`src/rtl/spi_frame_loader_pkg.sv`:
```
// Shared types and width helpers for the SPI frame loader.
// The frame typedef below describes the default 8-bit x 128 configuration;
// parametrised instances build their own frame shape from DATA_W/NUM_SAMPLES.
package spi_loader_pkg;

   typedef enum logic [1:0] {
      IDLE  = 2'd0,
      SHIFT = 2'd1,
      FULL  = 2'd2
   } state_t;

   // Index width for a frame of num_samples words (never narrower than 1 bit)
   function automatic int idx_width(input int num_samples);
      return (num_samples > 1) ? $clog2(num_samples) : 1;
   endfunction

   // Bit-counter width for a word of data_w bits (never narrower than 1 bit)
   function automatic int bit_width(input int data_w);
      return (data_w > 1) ? $clog2(data_w) : 1;
   endfunction

   localparam int DEFAULT_DATA_W      = 8;
   localparam int DEFAULT_NUM_SAMPLES = 128;
   localparam int IDX_W               = idx_width(DEFAULT_NUM_SAMPLES);
   localparam int BIT_W               = bit_width(DEFAULT_DATA_W);

   typedef logic [0:DEFAULT_NUM_SAMPLES-1][DEFAULT_DATA_W-1:0] frame_t;

endpackage

```
`src/rtl/spi_frame_loader_sync_edge.sv`:
```
// Multi-flop synchroniser for one asynchronous pin, with a one-cycle pulse
// on each rising edge of the synchronised level. RESET_VAL sets the idle
// level the chain holds in reset (1 for active-low selects).
module sync_edge #(
   parameter int   SYNC_STAGES = 2,
   parameter logic RESET_VAL   = 1'b0
) (
   input  logic clk,
   input  logic n_rst,
   input  logic async_in,
   output logic sync_out,
   output logic rise
);

   logic [SYNC_STAGES-1:0] sync_q;
   logic                   delay_q;

   // Shift the pin through the chain; delay_q remembers last synced level
   always_ff @(posedge clk or negedge n_rst) begin
      if (!n_rst) begin
         sync_q  <= {SYNC_STAGES{RESET_VAL}};
         delay_q <= RESET_VAL;
      end else begin
         sync_q  <= {sync_q[SYNC_STAGES-2:0], async_in};
         delay_q <= sync_q[SYNC_STAGES-1];
      end
   end

   assign sync_out = sync_q[SYNC_STAGES-1];
   assign rise     = sync_out & ~delay_q;

endmodule

```
`src/rtl/spi_frame_loader.sv`:
```
// SPI-slave sample loader: deserialises MSB-first words from the SPI pins
// into a frame of NUM_SAMPLES words and hands it to the FFT core through a
// frame_valid/frame_ack handshake, flagging dropped words on overrun.
// Build option: define SPI_LOADER_DBUF_EN for ping-pong buffering (capture
// continues into a second bank while the completed frame is presented).
module spi_frame_loader
   import spi_loader_pkg::*;
#(
   parameter int DATA_W      = 8,
   parameter int NUM_SAMPLES = 128,
   parameter int SYNC_STAGES = 2
) (
   input  logic                               clk,
   input  logic                               n_rst,
   input  logic                               clk_in,
   input  logic                               ss,
   input  logic                               data_in,
   output logic [0:NUM_SAMPLES-1][DATA_W-1:0] frame_out,
   output logic                               frame_valid,
   input  logic                               frame_ack,
   output logic                               overrun,
   output logic [idx_width(NUM_SAMPLES)-1:0]  word_idx
);

   localparam int IDX_BITS = idx_width(NUM_SAMPLES);
   localparam int CNT_BITS = bit_width(DATA_W);
   localparam logic [IDX_BITS-1:0] LAST_IDX = IDX_BITS'(NUM_SAMPLES - 1);
   localparam logic [CNT_BITS-1:0] LAST_BIT = CNT_BITS'(DATA_W - 1);

   logic sclk_rise;
   logic sclk_level_unused;
   logic ss_s;
   logic ss_rise_unused;
   logic din_s;
   logic din_rise_unused;

   state_t              state_q;
   logic [DATA_W-1:0]   shift_q;
   logic [CNT_BITS-1:0] bit_cnt_q;
   logic [DATA_W-1:0]   next_word;
   logic                capture;
   logic                word_done;
   logic                last_word;

   sync_edge #(.SYNC_STAGES(SYNC_STAGES), .RESET_VAL(1'b0)) u_sync_sclk (
      .clk      (clk),
      .n_rst    (n_rst),
      .async_in (clk_in),
      .sync_out (sclk_level_unused),
      .rise     (sclk_rise)
   );

   sync_edge #(.SYNC_STAGES(SYNC_STAGES), .RESET_VAL(1'b1)) u_sync_ss (
      .clk      (clk),
      .n_rst    (n_rst),
      .async_in (ss),
      .sync_out (ss_s),
      .rise     (ss_rise_unused)
   );

   sync_edge #(.SYNC_STAGES(SYNC_STAGES), .RESET_VAL(1'b0)) u_sync_din (
      .clk      (clk),
      .n_rst    (n_rst),
      .async_in (data_in),
      .sync_out (din_s),
      .rise     (din_rise_unused)
   );

   assign next_word = {shift_q[DATA_W-2:0], din_s};
   assign capture   = sclk_rise & ~ss_s & (state_q != IDLE);
   assign word_done = capture & (bit_cnt_q == LAST_BIT);
   assign last_word = (word_idx == LAST_IDX);

   // Serial shifter: bits keep arriving in FULL too so a late word can be detected
   always_ff @(posedge clk or negedge n_rst) begin
      if (!n_rst) begin
         shift_q   <= '0;
         bit_cnt_q <= '0;
      end else if (ss_s) begin
         shift_q   <= '0;
         bit_cnt_q <= '0;
      end else if (capture) begin
         shift_q   <= next_word;
         bit_cnt_q <= word_done ? '0 : bit_cnt_q + CNT_BITS'(1);
      end
   end

`ifdef SPI_LOADER_DBUF_EN

   logic [0:NUM_SAMPLES-1][DATA_W-1:0] cap_q;
   logic [0:NUM_SAMPLES-1][DATA_W-1:0] filled_frame;

   // Capture bank with the final word merged in, ready to become frame_out
   always_comb begin
      filled_frame                = cap_q;
      filled_frame[NUM_SAMPLES-1] = next_word;
   end

   // Ping-pong frame FSM: capture never stalls, an unacked frame blocks the next one
   always_ff @(posedge clk or negedge n_rst) begin
      if (!n_rst) begin
         state_q     <= IDLE;
         word_idx    <= '0;
         cap_q       <= '0;
         frame_out   <= '0;
         frame_valid <= 1'b0;
         overrun     <= 1'b0;
      end else begin
         if (frame_valid && frame_ack) begin
            frame_valid <= 1'b0;
         end
         case (state_q)
            IDLE: begin
               word_idx <= '0;
               if (!ss_s) begin
                  state_q <= SHIFT;
               end
            end
            SHIFT: begin
               if (ss_s) begin
                  state_q  <= IDLE;
                  word_idx <= '0;
               end else if (word_done) begin
                  if (!last_word) begin
                     cap_q[word_idx] <= next_word;
                     word_idx        <= word_idx + IDX_BITS'(1);
                  end else begin
                     word_idx <= '0;
                     if (frame_valid && !frame_ack) begin
                        overrun <= 1'b1;
                     end else begin
                        frame_out   <= filled_frame;
                        frame_valid <= 1'b1;
                     end
                  end
               end
            end
            default: begin
               state_q  <= IDLE;
               word_idx <= '0;
            end
         endcase
      end
   end

`else

   // Single-bank frame FSM: a completed frame freezes capture until acked
   always_ff @(posedge clk or negedge n_rst) begin
      if (!n_rst) begin
         state_q     <= IDLE;
         word_idx    <= '0;
         frame_out   <= '0;
         frame_valid <= 1'b0;
         overrun     <= 1'b0;
      end else begin
         case (state_q)
            IDLE: begin
               word_idx <= '0;
               if (!ss_s) begin
                  state_q <= SHIFT;
               end
            end
            SHIFT: begin
               if (ss_s) begin
                  state_q  <= IDLE;
                  word_idx <= '0;
               end else if (word_done) begin
                  frame_out[word_idx] <= next_word;
                  if (last_word) begin
                     word_idx    <= '0;
                     frame_valid <= 1'b1;
                     state_q     <= FULL;
                  end else begin
                     word_idx <= word_idx + IDX_BITS'(1);
                  end
               end
            end
            FULL: begin
               if (frame_ack) begin
                  frame_valid <= 1'b0;
                  state_q     <= ss_s ? IDLE : SHIFT;
                  if (word_done) begin
                     frame_out[0] <= next_word;
                     word_idx     <= IDX_BITS'(1);
                  end
               end else if (word_done) begin
                  overrun <= 1'b1;
               end
            end
            default: begin
               state_q  <= IDLE;
               word_idx <= '0;
            end
         endcase
      end
   end

`endif

endmodule

```
`config.mk`:
```
export PLATFORM = sky130hd
export DESIGN_NAME = spi_frame_loader
export DESIGN_NICKNAME = d
export VERILOG_FILES = /design/src/rtl/spi_frame_loader_pkg.sv /design/src/rtl/spi_frame_loader_sync_edge.sv /design/src/rtl/spi_frame_loader.sv
export SDC_FILE = /design/constraint.sdc
export NUM_CORES = 1
export LEC_CHECK = 0
export BUFFER_PORTS_ARGS = -buffer_cell sky130_fd_sc_hd__buf_2
export CAP_MARGIN = 20
export CORE_AREA = 3 3 408 410
export CTS_BUF_LIST = sky130_fd_sc_hd__clkbuf_4
export CTS_CLUSTER_DIAMETER = 40
export DETAILED_ROUTE_END_ITERATION = 10
export DIE_AREA = 0 0 411 413
export GPL_ROUTABILITY_DRIVEN = 0
export GPL_TIMING_DRIVEN = 0
export PLACE_DENSITY_LB_ADDON = 0.15
export SLEW_MARGIN = 20
export SYNTH_ARGS = -nofsm -noshare
export SYNTH_HDL_FRONTEND = slang
export SYNTH_HIERARCHICAL = 1
export SYNTH_SLANG_ARGS = --single-unit
```
`constraint.sdc`:
```
create_clock -name clk -period 2.8 [get_ports clk]
set_input_delay 0.14 -clock clk [delete_from_list [all_inputs] [get_ports clk]]
set_output_delay 0.14 -clock clk [all_outputs]
set_load 0.05 [all_outputs]
```
Word-level counts from Yosys, hierarchy flattened
Index checks and enable logic that the tools add are counted.

Logic and storage cells: 204. Bits of input ports: 6. Bits in registers: 1052.

Magnitude comparators: 2. Bitwise gates (word level): 8. Equality and inequality tests: 12. Add/subtract/negate cells: 2. Mux-type cells: 31. Reductions and logical operators: 11.

Operators by type and width (count): $mux W1024 (2); $bwmux W1024 (1); $demux W8 S7 (1); $mux W7 (7); $mux W8 (3); $pmux W8 S2 (1); $pmux W7 S2 (1); $ne A2 B2 Y1 const B (6); $mux W2 (5); $reduce_and A5 Y1 (2); $mux W3 (3); $reduce_and A3 Y1 (3); $ge A8 B8 Y1 const B (1); $lt A8 B1 Y1 const B (1); $not A7 Y8 (1); $add A7 B1 Y7 const B (1); $eq A7 B7 Y1 const B (1); $ne A3 B2 Y1 const B (2); $pmux W2 S3 (1); $reduce_bool A2 Y1 (3); $mux W1 (5); $and A1 B1 Y1 (4); $reduce_and A4 Y1 (1); $add A3 B1 Y3 const B (1); 7 further kinds (9).

Logic depth before layout (Yosys ltp)
Gate-level depths: netlist of run 1.

Word-level depth: 9. Mapped depth: 8. Gate-level depth less buffers: 6.

Cells and area by module
Netlist of run 1, hierarchy kept.

By module, submodules not included: spi_frame_loader (area an instance 39860.7 um^2, sequential area each 26150.1 um^2, instances 1, cells an instance 2499); sync_edge (u_sync_din ...) (area an instance 88.8 um^2, sequential area each 75.1 um^2, instances 2, cells an instance 4); sync_edge (u_sync_ss) (area an instance 92.6 um^2, sequential area each 78.8 um^2, instances 1, cells an instance 4).

Least setup slack after synthesis of run 1
Ideal clock, no wire load.

Path type: register -> register. From: register word_idx[4]. To: register frame_out[376] (netlist name). Arrival time: 2.240 ns. Path slack: 0.435 ns. Setup time: 0.125 ns. Clock period less this slack: 2.365 ns. Path buffers: 3. Cell stages (with the launch flop): 7. Cell sequence: dfrtp_1 -> buf_2 -> clkbuf_1 -> nor4bb_1 -> clkbuf_1 -> nand4_1 -> mux2_2.

Longest elaborated chain between the ends: 6. Elaborated cells on any way between the ends: 7. Those cells by class: order compare: 2; mux: 3; bitwise: 1; reduce/logical: 1.

Ends and longest elaborated chain: from (decl) (line spi_frame_loader.sv:22) `output logic [idx_width(NUM_SAMPLES)-1:0] word_idx`; from (signal assigned) (line spi_frame_loader.sv:175) `word_idx <= word_idx + IDX_BITS'(1);`; $not A7 Y8 (not written as such) (*) (line spi_frame_loader.sv:169) `frame_out[word_idx] <= next_word;`; $ge A8 B8 Y1 (not written as such) / $lt A8 B1 Y1 (equally long branches) (line spi_frame_loader.sv:169); $logic_and A1 B1 Y1 (not written as such) (line spi_frame_loader.sv:169); $mux W8 (not written as such) (line spi_frame_loader.sv:169); $demux W8 S7 (*) (line spi_frame_loader.sv:169); $bwmux W1024 (*) (line spi_frame_loader.sv:169); to (signal, indexed assignment) (line spi_frame_loader.sv:169); to (decl) (line spi_frame_loader.sv:18) `output logic [0:NUM_SAMPLES-1][DATA_W-1:0] frame_out,`.

Mark *: on every way between the ends. The rest lies on a longest branch, timed or not. A chain may end at the register's enable or synchronous reset.

Final worst setup path of run 1
From: register state_q[0]. To: register frame_out[455] (netlist name).

Longest elaborated chain between the ends: 4. Elaborated cells on any way between the ends: 5. Those cells by class: eq/ne: 1; bitwise: 2; reduce/logical: 2.

Ends and longest elaborated chain: from (decl) (line spi_frame_loader.sv:37) `state_t state_q;`; from (signal assigned) (line spi_frame_loader.sv:182) `state_q <= ss_s ? IDLE : SHIFT;`; $reduce_bool A2 Y1 (line spi_frame_loader.sv:70) `assign capture = sclk_rise & ~ss_s & (state_q != IDLE);`; $and A1 B1 Y1 (line spi_frame_loader.sv:70); $and A1 B1 Y1 (line spi_frame_loader.sv:71) `assign word_done = capture & (bit_cnt_q == LAST_BIT);`; $reduce_and A3 Y1 (no source line) (*).

Marks and branches as above.

==> results of run 1 <==
[state kept, by name, summed over array words and instances (netlist names)]
signal and cells:
word_idx 7, state_q 2, frame_out 1024, overrun 1, u_sync_ss/sync_q 2, frame_valid 1
u_sync_sclk/sync_q 2, u_sync_din/sync_q 2, bit_cnt_q 3, u_sync_sclk/delay_q 1, shift_q 7
[final timing paths]
| path | start | end | slack (ps) | cells past startpoint |
|---|---|---|---|---|
| min in group asynchronous | n_rst | frame_out[225] | 680 | 6 |
| max | state_q[0] | frame_out[455] | 140 | 8 |
| min reg2reg | u_sync_din/sync_q[0] | u_sync_din/sync_q[1] | 350 | 0 |
| min | u_sync_din/sync_q[0] | u_sync_din/sync_q[1] | 350 | 0 |
| max reg2reg | state_q[0] | frame_out[455] | 140 | 8 |
| max in group asynchronous | n_rst | frame_out[758] | 160 | 9 |
[cells in the final DEF (no fill, tap or decap), types with 7 or more instances in the layout]
master	n
dlygate4sd3_1	14
buf_2	1051
clkbuf_2	21
nand2b_1	20
mux2_1	15
nand2_2	38
clkinv_1	40
clkbuf_1	121
clkbuf_4	479
nand4_1	27
buf_4	45
nand2_1	63
mux2_2	1011
a21oi_1	13
dfrtp_1	1050
diode_2	13
nor2_1	7
buf_16	18
[worst reg2reg max path: stages, from the launching register on]
cell	delay (ps)
dfrtp_1	390
inv_1	80
ha_1	260
nand4bb_1	200
buf_2	220
nor3_4	320
buf_6	360
nand2_2	350
mux2_2	360
[routing by layer]
layer	global-route usage	vias up
met5	0	-
met1	0.226	14371
met3	0.0792	281
met2	0.329	1071
met4	0.0810	6
li1	-	11993
[timing repair]
item / 4_1_cts / 5_1_grt
buffers inserted: 40 / 5
pin swaps: 30 / 3
endpoints found under the hold margin: 754 / 0
hold buffers: 16 / 0
setup endpoints to repair: 951 / 314
gates cloned: 0 / 1
gates resized for setup: 63 / 30
[through the flow]
step,power (µW),hold slack (ps)
floorplan,16100,-156
global placement,16900,253
detailed placement,16900,133
CTS,32100,333
global route,33000,354
finish,31300,349
[cell type report]
| type | count | area [µm²] |
|---|---|---|
| fill | 16736 | 109000 |
| sequential | 1052 | 26300 |
| multi-input combinational | 1278 | 13300 |
| timing repair buffer | 1122 | 6330 |
| clock buffer | 477 | 3580 |
| tap | 2175 | 2720 |
| buffer | 166 | 734 |
| clock inverter | 51 | 226 |
| antenna | 13 | 32.5 |
| inverter | 6 | 22.5 |
[power groups by stage]
stage	clock, µW	combinational (µW)	sequential, µW
2_1_floorplan	0	492	15600
5_1_grt	16200	1570	15300
3_5_place_dp	0	1390	15500
3_3_place_gp	0	1290	15600
6_report	14600	1420	15300
4_1_cts	15400	1460	15300
==> results.json, run 1 <==
{
  "slowest_stage": "dfrtp_1",
  "avgSynthCellArea_um2": 16.0,
  "die_area_mm2": 0.170,
  "io-pin-count": 1039,
  "antenna_found_initial": 13,
  "route.vias.total": 27722,
  "combPwrFrac": 0.045,
  "drc_errors": 0,
  "groute.usage.overall": 0.198,
  "insertion_delay_ps": 1350,
  "grt_pass1_wl_mm": 235,
  "max_freq_ghz": 0.375,
  "clock-sinks": 1052,
  "core-area_mm2": 0.163,
  "via_per_inst": 4.37,
  "clockBufferDepth": 4,
  "dr_wl_met2_mm": 83.6,
  "grt_max_degree": 129,
  "wl_per_cell_um": 27.2,
  "die_w_um": 411,
  "netlist_area_mm2": 0.0401,
  "maxCapViolations": 0,
  "dp_hpwl_mm": 124,
  "status": "finished clean",
  "port_buffers": 1038,
  "top_layer": "met5",
  "grt_pass1_vias": 29328,
  "fin_area_mm2": 0.0533,
  "drt-met1-wl_mm": 67.7,
  "num_rows": 148,
  "p_per_area_mw_per_mm2": 588,
  "hold_path_class": "flip-flop to flip-flop",
  "fp.dieH_um": 413,
  "drtAntennaViolNets": 0,
  "layout-drive-gt1-share": 0.657,
  "pre_cts_ws_ps": -1370,
  "hold_viol": 0,
  "rsz0062_at_grt": "yes",
  "crit_buf_inv": 3,
  "dp_cells": 5742,
  "ys_warn_count": 6,
  "firstDrtPassIters": 5,
  "tightest_slew_ps": 1050,
  "p_clk_frac": 0.467,
  "drv_slew": 0,
  "seq_power_share": 0.488,
  "setup_violations": 0,
  "wl_met3_mm": 14.3,
  "crit_fanout": 10,
  "intPower_uw": 23300,
  "overflow": 0,
  "cp_top_family": "simple AND/OR/NAND/NOR gates",
  "timing.slew.headroom": 0.303,
  "cts.clk_slew.worst_paths_ps": 60,
  "fin_ws_ps": 136,
  "crit_required_ps": 3920,
  "cts_root_buffer": "clkbuf_4",
  "fin_skew_ps": 116,
  "wl_mm": 172,
  "swShare": 0.255,
  "finalCritPeriodShare": 0.951,
  "crit_path_cell_trace": "inv_1 > ha_1 > nand4bb_1 > buf_2 > nor3_4 > buf_6 > nand2_2 > mux2_2",
  "drtIter0Drc": 1327,
  "fin_cells": 6340,
  "power.switching_uw": 7990,
  "critPathLaunchType": "flip-flop",
  "finalSetupTns_ps": 0,
  "p_leak_uw": 0.0303,
  "path_class": "flip-flop to flip-flop",
  "cts_tree": "built",
  "syn_to_final_growth_pct": 33.1,
  "cp.arrival_ps": 3780,
  "start_util": 0.246,
  "numCtsBuffers": 327,
  "finalCriticalPeriod_ps": 2660,
  "cp-end-kind": "flip-flop",
  "placed_cell_area_mm2": 0.0486,
  "max_stage_delay_ps": 390,
  "htreeDepth": 5,
  "syn_inst": 2507,
  "fin_nets": 3966,
  "final_util": 0.327,
  "synth.net_count": 2520,
  "irDropWorstVdd_mv": 0.394
}
(Power assumes the default switching activity.)
==> run 2: changes to the inputs <==
--- a/config.mk
+++ b/config.mk
@@ -13,7 +13,6 @@
 export DETAILED_ROUTE_END_ITERATION = 10
 export DIE_AREA = 0 0 411 413
 export GPL_ROUTABILITY_DRIVEN = 0
-export GPL_TIMING_DRIVEN = 0
 export PLACE_DENSITY_LB_ADDON = 0.15
 export SLEW_MARGIN = 20
 export SYNTH_ARGS = -nofsm -noshare
==> results.json, run 2 (synthesis results as in run 1) <==
{
  "die_w_um": 411,
  "irDropWorstVdd_mv": 0.350,
  "fin_nets": 3893,
  "drv_slew": 0,
  "whs_ps": 352,
  "cp.arrival_ps": 3730,
  "reg_top3": "frame_out x1024, shift_q x7, word_idx x7",
  "register_area_mm2": 0.0264,
  "grt.busiest_layer": "met2",
  "hold_depth": 0,
  "p_leak_uw": 0.0301,
  "placed_cell_area_mm2": 0.0490,
  "timing.slew.headroom": 0.439,
  "wl_mm": 163,
  "status": "finished clean",
  "fin_cells": 6222,
  "firstDrtPassIters": 5,
  "finalCriticalPeriod_ps": 2640,
  "insertion_delay_ps": 1290,
  "rsz0062_at_grt": "yes",
  "multi_input_area_mm2": 0.0132,
  "crit_required_ps": 3880,
  "syn_to_final_growth_pct": 32.1,
  "r2r_start": "state_q[1]",
  "tightest_slew_ps": 842,
  "worstSetupStartpoint": "state_q[1]",
  "drtIter0Drc": 1158,
  "htreeDepth": 5,
  "rr_worst_depth": 8,
  "core-area_mm2": 0.163,
  "path_class": "flip-flop to flip-flop",
  "finalCritPeriodShare": 0.944,
  "r2r-end": "frame_out[402]",
  "fillers": 16608,
  "groute.usage.overall": 0.188,
  "mostFrequentLayoutCell": "dfrtp_1",
  "finalSetupTns_ps": 0,
  "port_buffers": 1038,
  "maxCapViolations": 0,
  "cp-endpoint": "frame_out[402]",
  "via_per_inst": 4.38,
  "drtAntennaViolNets": 0,
  "hold_path_class": "flip-flop to flip-flop",
  "cp-end-kind": "flip-flop",
  "cts_root_buffer": "clkbuf_4",
  "cts_tree": "built",
  "grt_pass1_vias": 28907,
  "antenna_found_initial": 8,
  "route.vias.total": 27229,
  "grt_util_met3": 0.0665,
  "critPathLaunchType": "flip-flop",
  "largest_register_ffs": 1024,
  "grt_pass1_wl_mm": 228,
  "met1_usage": 0.222,
  "num_rows": 148,
  "dp_cells": 5707,
  "fin_area_mm2": 0.0529,
  "die_area_mm2": 0.170,
  "clockBufferDepth": 4,
  "cts.clk_slew.worst_paths_ps": 60,
  "io-pin-count": 1039,
  "start_util": 0.246,
  "setup_violations": 0,
  "p_per_area_mw_per_mm2": 582,
  "clock-sinks": 1052,
  "overflow": 0,
  "layout_common_cells": "dfrtp_1 (1040), buf_2 (1037), mux2_2 (1011), clkbuf_4 (444), buf_4 (128)",
  "wl_per_cell_um": 26.2,
  "crit_fanout": 8,
  "layout-drive-gt1-share": 0.674,
  "fin_skew_ps": 114,
  "fp.dieH_um": 413,
  "numCtsBuffers": 328,
  "max_freq_ghz": 0.378,
  "dp_hpwl_mm": 114,
  "grt_max_degree": 102,
  "r2r_slack_ps": 160,
  "drc_errors": 0,
  "gr-usage-met2": 0.315,
  "hold_viol": 0,
  "regMostFlops": "frame_out"
}
run 2: routing by layer:
layer	share of wire	vias to the layer above	wire length [µm]
li1	-	11765	-
met1	0.40	14207	65700
met2	0.49	979	79900
met5	0	-	0
met3	0.078	278	12700
met4	0.030	0	4960
run 2: cell type report:
type	instances	area share
Antenna cell	9	0.000426
Clock inverter	44	0.00544
Multi-Input combinational cell	1278	0.249
Sequential cell	1052	0.498
Clock buffer	444	0.0630
Inverter	6	0.000426
Tap cell	2175	0.0514
Timing Repair Buffer	1214	0.132
run 2: through the flow:
step                      power, µW  utilization  setup slack (ps)
after floorplan               16100            -               435
after global placement        16900        0.301             -31.2
after detailed placement      16900        0.301              25.6
after CTS                     31600        0.325              6.99
after global routing          32500        0.325             -38.0
final                         30800        0.325               156
run 2: worst min-delay path by stage:
stage	endpoint	slack, ps	startpoint
after floorplan	bit_cnt_q[0]	-160	n_rst
after global placement	frame_out[339]	170	n_rst
after detailed placement	frame_out[339]	170	n_rst
after CTS	frame_out[262]	290	n_rst
after global routing	u_sync_din/sync_q[1]	350	u_sync_din/sync_q[0]
final	u_sync_din/sync_q[1]	350	u_sync_din/sync_q[0]
run 2: critical path, cell delays in order (launching register included):
cell and delay [ps]:
dfrtp_1 390, inv_1 90, ha_1 270, nand4bb_1 210, buf_4 200, nor4_4 320, buf_12 200, nand2_1 330
mux2_1 430
run 2: power breakdown:
part	switching [µW]	internal (µW)	total, µW	leakage [µW]
registers	105	15200	15300	0.0147
clock network	6660	7540	14200	0.00218
logic	964	302	1270	0.0133
total	7730	23100	30800	0.0301
run 2: repair_timing:
action / CTS / global route
pin swaps: 0 / 1
setup buffers: 0 / 3
hold buffers: 15 / 0
hold endpoints to repair: 1074 / 0
setup endpoints to repair: 10 / 179
resized for setup: 3 / 11
